<file path="src/rtl/controlador_es_if.sv">
// Processor-side handshake of the IN/OUT controller: requests, commit pulse, data and stall/ack.
interface controlador_es_if #(
    parameter int DATA_WIDTH = 32
);
    logic                  req_in;
    logic                  req_out;
    logic                  proc_passo;
    logic [DATA_WIDTH-1:0] dado_out;
    logic [DATA_WIDTH-1:0] dado_in;
    logic                  congela;
    logic                  ack;

    modport master (
        output req_in, req_out, proc_passo, dado_out,
        input  dado_in, congela, ack
    );

    modport slave (
        input  req_in, req_out, proc_passo, dado_out,
        output dado_in, congela, ack
    );
endinterface

</file>
<file path="src/rtl/controlador_es.sv">
// IN/OUT controller: stalls the core, debounces the operator button, latches switches and
// converts OUT values to BCD. Define CONTROLADOR_ES_SINAL_EN for two's-complement handling.
module controlador_es #(
    parameter int DATA_WIDTH      = 32,
    parameter int SW_WIDTH        = 8,
    parameter int NUM_DIGITS      = 4,
    parameter int DEBOUNCE_CYCLES = 50000
) (
    input  logic                    clock_fpga,
    input  logic                    reset,
    input  logic                    botao,
    input  logic [SW_WIDTH-1:0]     switches,
    controlador_es_if.slave         cpu,
    output logic [4*NUM_DIGITS-1:0] bcd_digits,
    output logic                    negativo,
    output logic                    overflow
);
    // Enough digits to hold 2**DATA_WIDTH-1 (floor(DW*log10(2))+1).
    localparam int BCD_DIGITS = (DATA_WIDTH * 30103) / 100000 + 1;
    localparam int BCD_W      = 4 * BCD_DIGITS;
    localparam int CNT_W      = (DEBOUNCE_CYCLES > 2) ? $clog2(DEBOUNCE_CYCLES) : 1;
    localparam int BIT_W      = $clog2(DATA_WIDTH + 1);

    typedef enum logic [2:0] {OCIOSO, ESPERA_IN, CONVERTE, ESPERA_OUT, LIBERA} estado_t;

    estado_t                 estado, estado_n;
    logic                    sinc1, sinc2, nivel, pressao;
    logic [CNT_W-1:0]        cnt_deb;
    logic [DATA_WIDTH-1:0]   bin;
    logic [BCD_W-1:0]        bcd, bcd_aj;
    logic [BIT_W-1:0]        cnt_bit;
    logic                    sinal;
    logic                    carrega_in, carrega_out, conclui, aceita, ovf_c;
    logic [DATA_WIDTH-1:0]   magnitude, sw_ext;
    logic                    sinal_c;

`ifdef CONTROLADOR_ES_SINAL_EN
    assign sinal_c   = cpu.dado_out[DATA_WIDTH-1];
    assign magnitude = sinal_c ? (~cpu.dado_out + DATA_WIDTH'(1)) : cpu.dado_out;
    assign sw_ext    = DATA_WIDTH'($signed(switches));
`else
    assign sinal_c   = 1'b0;
    assign magnitude = cpu.dado_out;
    assign sw_ext    = DATA_WIDTH'(switches);
`endif

    // Button: synchroniser, then accept a new level after DEBOUNCE_CYCLES equal samples.
    always_ff @(posedge clock_fpga or posedge reset) begin
        if (reset) begin
            sinc1   <= 1'b1;
            sinc2   <= 1'b1;
            nivel   <= 1'b1;
            cnt_deb <= '0;
            pressao <= 1'b0;
        end else begin
            sinc1   <= botao;
            sinc2   <= sinc1;
            pressao <= 1'b0;
            if (sinc2 == nivel) begin
                cnt_deb <= '0;
            end else if (cnt_deb == CNT_W'(DEBOUNCE_CYCLES - 1)) begin
                nivel   <= sinc2;
                cnt_deb <= '0;
                pressao <= ~sinc2;
            end else begin
                cnt_deb <= cnt_deb + 1'b1;
            end
        end
    end

    always_ff @(posedge clock_fpga or posedge reset) begin
        if (reset) estado <= OCIOSO;
        else       estado <= estado_n;
    end

    always_comb begin
        estado_n    = estado;
        carrega_in  = 1'b0;
        carrega_out = 1'b0;
        conclui     = 1'b0;
        aceita      = 1'b0;
        case (estado)
            OCIOSO: begin
                if (cpu.req_in) begin
                    estado_n = ESPERA_IN;
                end else if (cpu.req_out) begin
                    estado_n    = CONVERTE;
                    carrega_out = 1'b1;
                end
            end
            ESPERA_IN: begin
                if (pressao) begin
                    estado_n   = LIBERA;
                    carrega_in = 1'b1;
                    aceita     = 1'b1;
                end
            end
            CONVERTE: begin
                if (cnt_bit == BIT_W'(DATA_WIDTH)) begin
                    estado_n = ESPERA_OUT;
                    conclui  = 1'b1;
                end
            end
            ESPERA_OUT: begin
                if (pressao) begin
                    estado_n = LIBERA;
                    aceita   = 1'b1;
                end
            end
            LIBERA: begin
                if (cpu.proc_passo) estado_n = OCIOSO;
            end
            default: estado_n = OCIOSO;
        endcase
    end

    // Stall is combinational so it bites in the request cycle; forced low while in reset.
    always_comb begin
        cpu.congela = ~reset & (((estado == OCIOSO) & (cpu.req_in | cpu.req_out)) |
                                (estado == ESPERA_IN) | (estado == CONVERTE) |
                                (estado == ESPERA_OUT));
    end

    always_comb begin
        bcd_aj = bcd;
        for (int unsigned i = 0; i < BCD_DIGITS; i++) begin
            if (bcd[4*i +: 4] >= 4'd5) bcd_aj[4*i +: 4] = bcd[4*i +: 4] + 4'd3;
        end
    end

    always_comb begin
        ovf_c = 1'b0;
        for (int unsigned i = NUM_DIGITS; i < BCD_DIGITS; i++) begin
            ovf_c = ovf_c | (|bcd[4*i +: 4]);
        end
    end

    always_ff @(posedge clock_fpga or posedge reset) begin
        if (reset) begin
            cpu.dado_in <= '0;
            cpu.ack     <= 1'b0;
            bin         <= '0;
            bcd         <= '0;
            cnt_bit     <= '0;
            sinal       <= 1'b0;
            bcd_digits  <= '0;
            negativo    <= 1'b0;
            overflow    <= 1'b0;
        end else begin
            cpu.ack <= aceita;
            if (carrega_in) cpu.dado_in <= sw_ext;
            if (carrega_out) begin
                bin     <= magnitude;
                bcd     <= '0;
                cnt_bit <= '0;
                sinal   <= sinal_c;
            end else if ((estado == CONVERTE) && !conclui) begin
                {bcd, bin} <= {bcd_aj, bin} << 1;
                cnt_bit    <= cnt_bit + 1'b1;
            end
            if (conclui) begin
                bcd_digits <= bcd[4*NUM_DIGITS-1:0];
                overflow   <= ovf_c;
                negativo   <= sinal;
            end
        end
    end
endmodule

</file>
<file path="src/flat_wrapper.sv">
// flat-port wrapper written by rule: the top's interface ports become plain ports
module controlador_es_flat 
#(
    parameter int DATA_WIDTH      = 32,
    parameter int SW_WIDTH        = 8,
    parameter int NUM_DIGITS      = 4,
    parameter int DEBOUNCE_CYCLES = 50000
)
  (clock_fpga, reset, botao, switches, bcd_digits, negativo, overflow, cpu_req_in, cpu_req_out, cpu_proc_passo, cpu_dado_out, cpu_dado_in, cpu_congela, cpu_ack);
  controlador_es_if #(.DATA_WIDTH(DATA_WIDTH)) cpu_i ();
  input  logic clock_fpga;
  input  logic reset;
  input  logic botao;
  input  logic [SW_WIDTH-1:0] switches;
  output logic [4*NUM_DIGITS-1:0] bcd_digits;
  output logic negativo;
  output logic overflow;
  input wire logic [$bits(cpu_i.req_in)-1:0] cpu_req_in;
  input wire logic [$bits(cpu_i.req_out)-1:0] cpu_req_out;
  input wire logic [$bits(cpu_i.proc_passo)-1:0] cpu_proc_passo;
  input wire logic [$bits(cpu_i.dado_out)-1:0] cpu_dado_out;
  output wire logic [$bits(cpu_i.dado_in)-1:0] cpu_dado_in;
  output wire logic [$bits(cpu_i.congela)-1:0] cpu_congela;
  output wire logic [$bits(cpu_i.ack)-1:0] cpu_ack;
  assign cpu_i.req_in = cpu_req_in;
  assign cpu_i.req_out = cpu_req_out;
  assign cpu_i.proc_passo = cpu_proc_passo;
  assign cpu_i.dado_out = cpu_dado_out;
  assign cpu_dado_in = cpu_i.dado_in;
  assign cpu_congela = cpu_i.congela;
  assign cpu_ack = cpu_i.ack;
  controlador_es #(.DATA_WIDTH(DATA_WIDTH), .SW_WIDTH(SW_WIDTH), .NUM_DIGITS(NUM_DIGITS), .DEBOUNCE_CYCLES(DEBOUNCE_CYCLES)) u_core (.clock_fpga(clock_fpga), .reset(reset), .botao(botao), .switches(switches), .cpu(cpu_i), .bcd_digits(bcd_digits), .negativo(negativo), .overflow(overflow));
endmodule
</file>
<file path="config.mk">
export PLATFORM = sky130hd
export DESIGN_NAME = controlador_es_flat
export DESIGN_NICKNAME = d
export VERILOG_FILES = /design/src/rtl/controlador_es_if.sv /design/src/rtl/controlador_es.sv /design/src/flat_wrapper.sv
export SDC_FILE = /design/constraint.sdc
export NUM_CORES = 1
export LEC_CHECK = 0
export ABC_AREA = 1
export CORE_UTILIZATION = 50
export DETAILED_ROUTE_END_ITERATION = 12
export GPL_TIMING_DRIVEN = 0
export PLACE_DENSITY = 0.74
export SYNTH_ARGS = -nofsm -noshare
export SYNTH_HDL_FRONTEND = slang
export SYNTH_SLANG_ARGS = --single-unit
</file>
<file path="constraint.sdc">
create_clock -name clock_fpga -period 10.3 [get_ports clock_fpga]
set_clock_uncertainty 0.15 [all_clocks]
set_input_delay 2.06 -clock clock_fpga [delete_from_list [all_inputs] [get_ports clock_fpga]]
set_output_delay 2.06 -clock clock_fpga [all_outputs]
set_load 0.02 [all_outputs]
</file>
==> summary.txt <==
CTS
  • CTS sink count: about 130
  • CTS tree: yes
  • Clock H-tree levels: 4
  • CTS Buf Count: 17
  • Clock buffer depth: 2
  • Root buf cell: clkbuf_16
  • Gates resized, CTS repair: 0
  • Hold-fix buffers, CTS: 0
  • Clk pin slew, worst setup/hold paths: around 0.050 ns
  • Postcts setup bufs: 0
  • Clock Latency Late Sink: ~0.42 ns

Power
  • Sw power: around 650 uW
  • Leak Pwr: just over 4 nW
  • Sequential Power Share: 0.383
  • Combinational power share: 0.290
  • PD cells: about 220 nW/um^2
  • P_int: 1.22 mW
  • Sw Share: 0.347
  • Clock group share of total power: 0.326
  • Worst VDD drop: between 0.1 and 0.15 mV

Synthesis
  • Post-Syn Instances: around 850
  • Primary FF master, synth: dfrtp_1
  • Synth warnings: 0
  • Post-synth EDFFs: 0
  • Yosys reg bits: 127
  • Synth area leaders: dfrtp_1 46%, nand2_1 17%, o21ai_0 5.8%
  • Async S/R FF share, synth: 1.00
  • Seq/Total Area, Yosys: 0.476
  • Post-synth top cells: 303 x nand2_1, 124 x dfrtp_1, 82 x inv_1
  • Yosys cell types: 33
  • Yosys top cell by area: dfrtp_1
  • Mean post-synth cell area: approximately 7.8 um^2
  • Top cell type's share of synthesized area: 0.464
  • Post-Syn Area: ~6700 um^2
  • Most frequent cell after synthesis: nand2_1

Finish
  • ANT cells: 0
  • Layout area overhead: 24.8%
  • Final nets: approximately 1,000
  • Layout cell share with drive strength beyond 1: 0.0855

Die
  • Die Ht: 118 um
  • Rows: about 40
  • Boundary Pins: between 90 and 100
  • Die W: 118 um
  • Starting Density: 0.522
  • DIE AREA: about 14,000 um^2
  • Core area: 12,800 um^2

Critical path
  • Worst endpoint required time: 8.09 ns
  • Worst Path Arrival: ~3.7 ns
  • Crit start category: primary input
  • Max FO, Critical Path: 4
  • CP Capture Type: primary output
  • Critical path type: in2out

STA
  • Peak Freq: 168 MHz
  • Fin crit share: 0.577
  • Slew headroom: 0.510
  • Clock period minus worst slack: between 5 and 6 ns
  • Post-Route Setup TNS: 0 ns
  • # setup viols final: 0
  • Measured slew at the worst slew-check pin: around 0.73 ns
  • Slew Limit Fails: 0
  • Hold Fails Final Rpt: 0
  • Unrepaired setup endpoints after global routing: false
  • WHS: approximately 0.21 ns

Flow run
  • Max Cap Viol: 0

Outcome
  • Status: finished clean

Placement
  • RePlAce Congestion: about 0.83
  • Port bufs: just over 70
  • DP HPWL: 9980 um

Global route
  • Total GRT Usage: 0.230
  • Largest net degree at the start of global routing: between 90 and 100
  • Gr ovfl total: 0
  • Vias in the first global route: about 5,400
  • First-pass GRT wire length: around 26,000 um
  • Initial antenna violation count: 0

Route
  • Via count: 5,773
  • Routed len/inst: 12.8 um
  • Number of DRC markers in iteration 0: approximately 430
  • Drt total wl: 14,800 um
  • Number of remaining DRC errors: 0
  • Drt pass-1 iters: 5
  • Post-DRT Antenna Nets: 0
  • Post-detailed-route via-to-cell ratio: 5.00

Min path
  • HP Class: reg2reg
==> power by group through the flow <==
stage               logic [mW]  clock network [mW]  registers [mW]
finish                   0.542               0.609           0.715
global route             0.630               0.639           0.731
CTS                      0.543               0.618           0.712
detailed placement       0.537                   0           0.715
global placement         0.517                   0           0.715
floorplan                0.418                   0           0.695
==> cell families after synthesis <==
kind of cell	share of synthesized area
buf+inv	0.0932
other cells	0.000561
simple gates	0.272
fa+ha+maj	0.0542
xor+xnor	0.0196
compound gates	0.0844
flops	0.476
==> placed cells by master (no fill, tap or decap), drive strengths merged, types with 16 or more instances in the layout <==
cell type | netlist | routed
buf | 38 | 39
dfrtp | 124 | 124
nor2 | 53 | 53
nand2 | 304 | 304
clkbuf | 9 | 29
o21ai | 83 | 83
inv | 83 | 83
clkdlybuf4s50 | 0 | 72
a21oi | 16 | 16
nand3 | 66 | 66
ha | 29 | 29
conb | 1 | 25
==> through the flow <==
step | total power [mW] | instance area, um^2 | cells | setup slack, ns | utilization
floorplan | 1.11 | 6780 | 878 | 4.71 | -
finish | 1.87 | 8350 | 1155 | 4.36 | 0.651
global route | 2.00 | 8350 | 1155 | 4.28 | 0.651
detailed placement | 1.25 | 7750 | 1123 | 4.39 | 0.604
global placement | 1.23 | 7710 | 1122 | 2.83 | 0.602
CTS | 1.87 | 8350 | 1155 | 4.37 | 0.651
==> critical path, stage by stage <==
cell and delay (ns):
clkdlybuf4s50_1 0.56, inv_1 0.14, a311oi_1 0.31, clkdlybuf4s50_1 0.67
==> path summary, 6_finish.rpt <==
path                       cells past startpoint         startpoint               endpoint  slack (ns)
hold / removal                                 0       u_core.sinc1           u_core.sinc2        0.21
hold reg to reg                                0       u_core.sinc1           u_core.sinc2        0.21
setup reg to reg                               8  u_core.cnt_bit[0]          u_core.bcd[0]        8.28
max in group asynchronous                      3              reset           u_core.sinc1        7.36
min in group asynchronous                      2              reset  u_core.cpu.dado_in[1]        1.88
setup / recovery                               4         cpu_req_in            cpu_congela        4.36
==> metal layers <==
layer	wire, um	share of wire	track usage	up-vias
met3	695	0.047	0.0591	20
met5	0	0	0	-
met4	178	0.012	0.0713	0
met1	6930	0.47	0.305	2713
met2	7010	0.47	0.368	147
li1	-	-	-	2893
==> flip-flops by register name, summed over array words and instances (netlist names) <==
register            cells
u_core.bcd             40
u_core.bcd_digits      16
u_core.bin             32
u_core.cnt_bit          6
u_core.cnt_deb         16
u_core.cpu.ack          1
u_core.cpu.dado_in      8
u_core.estado           3
u_core.nivel            1
u_core.overflow         1
u_core.pressao          1
u_core.sinc1            1
u_core.sinc2            1
==> cell type report <==
cell class              instances  area [um^2]
plain buffers                  47          304
inverters                      85          324
flip-flops and latches        127         3180
clock inverters                12          141
clock buffers                  20          457
multi-input cells             619         2970
fillers                      1111         4480
well taps                     172          215
repair buffers                 73          748
No activity file was read; power rests on OpenSTA's default activity.
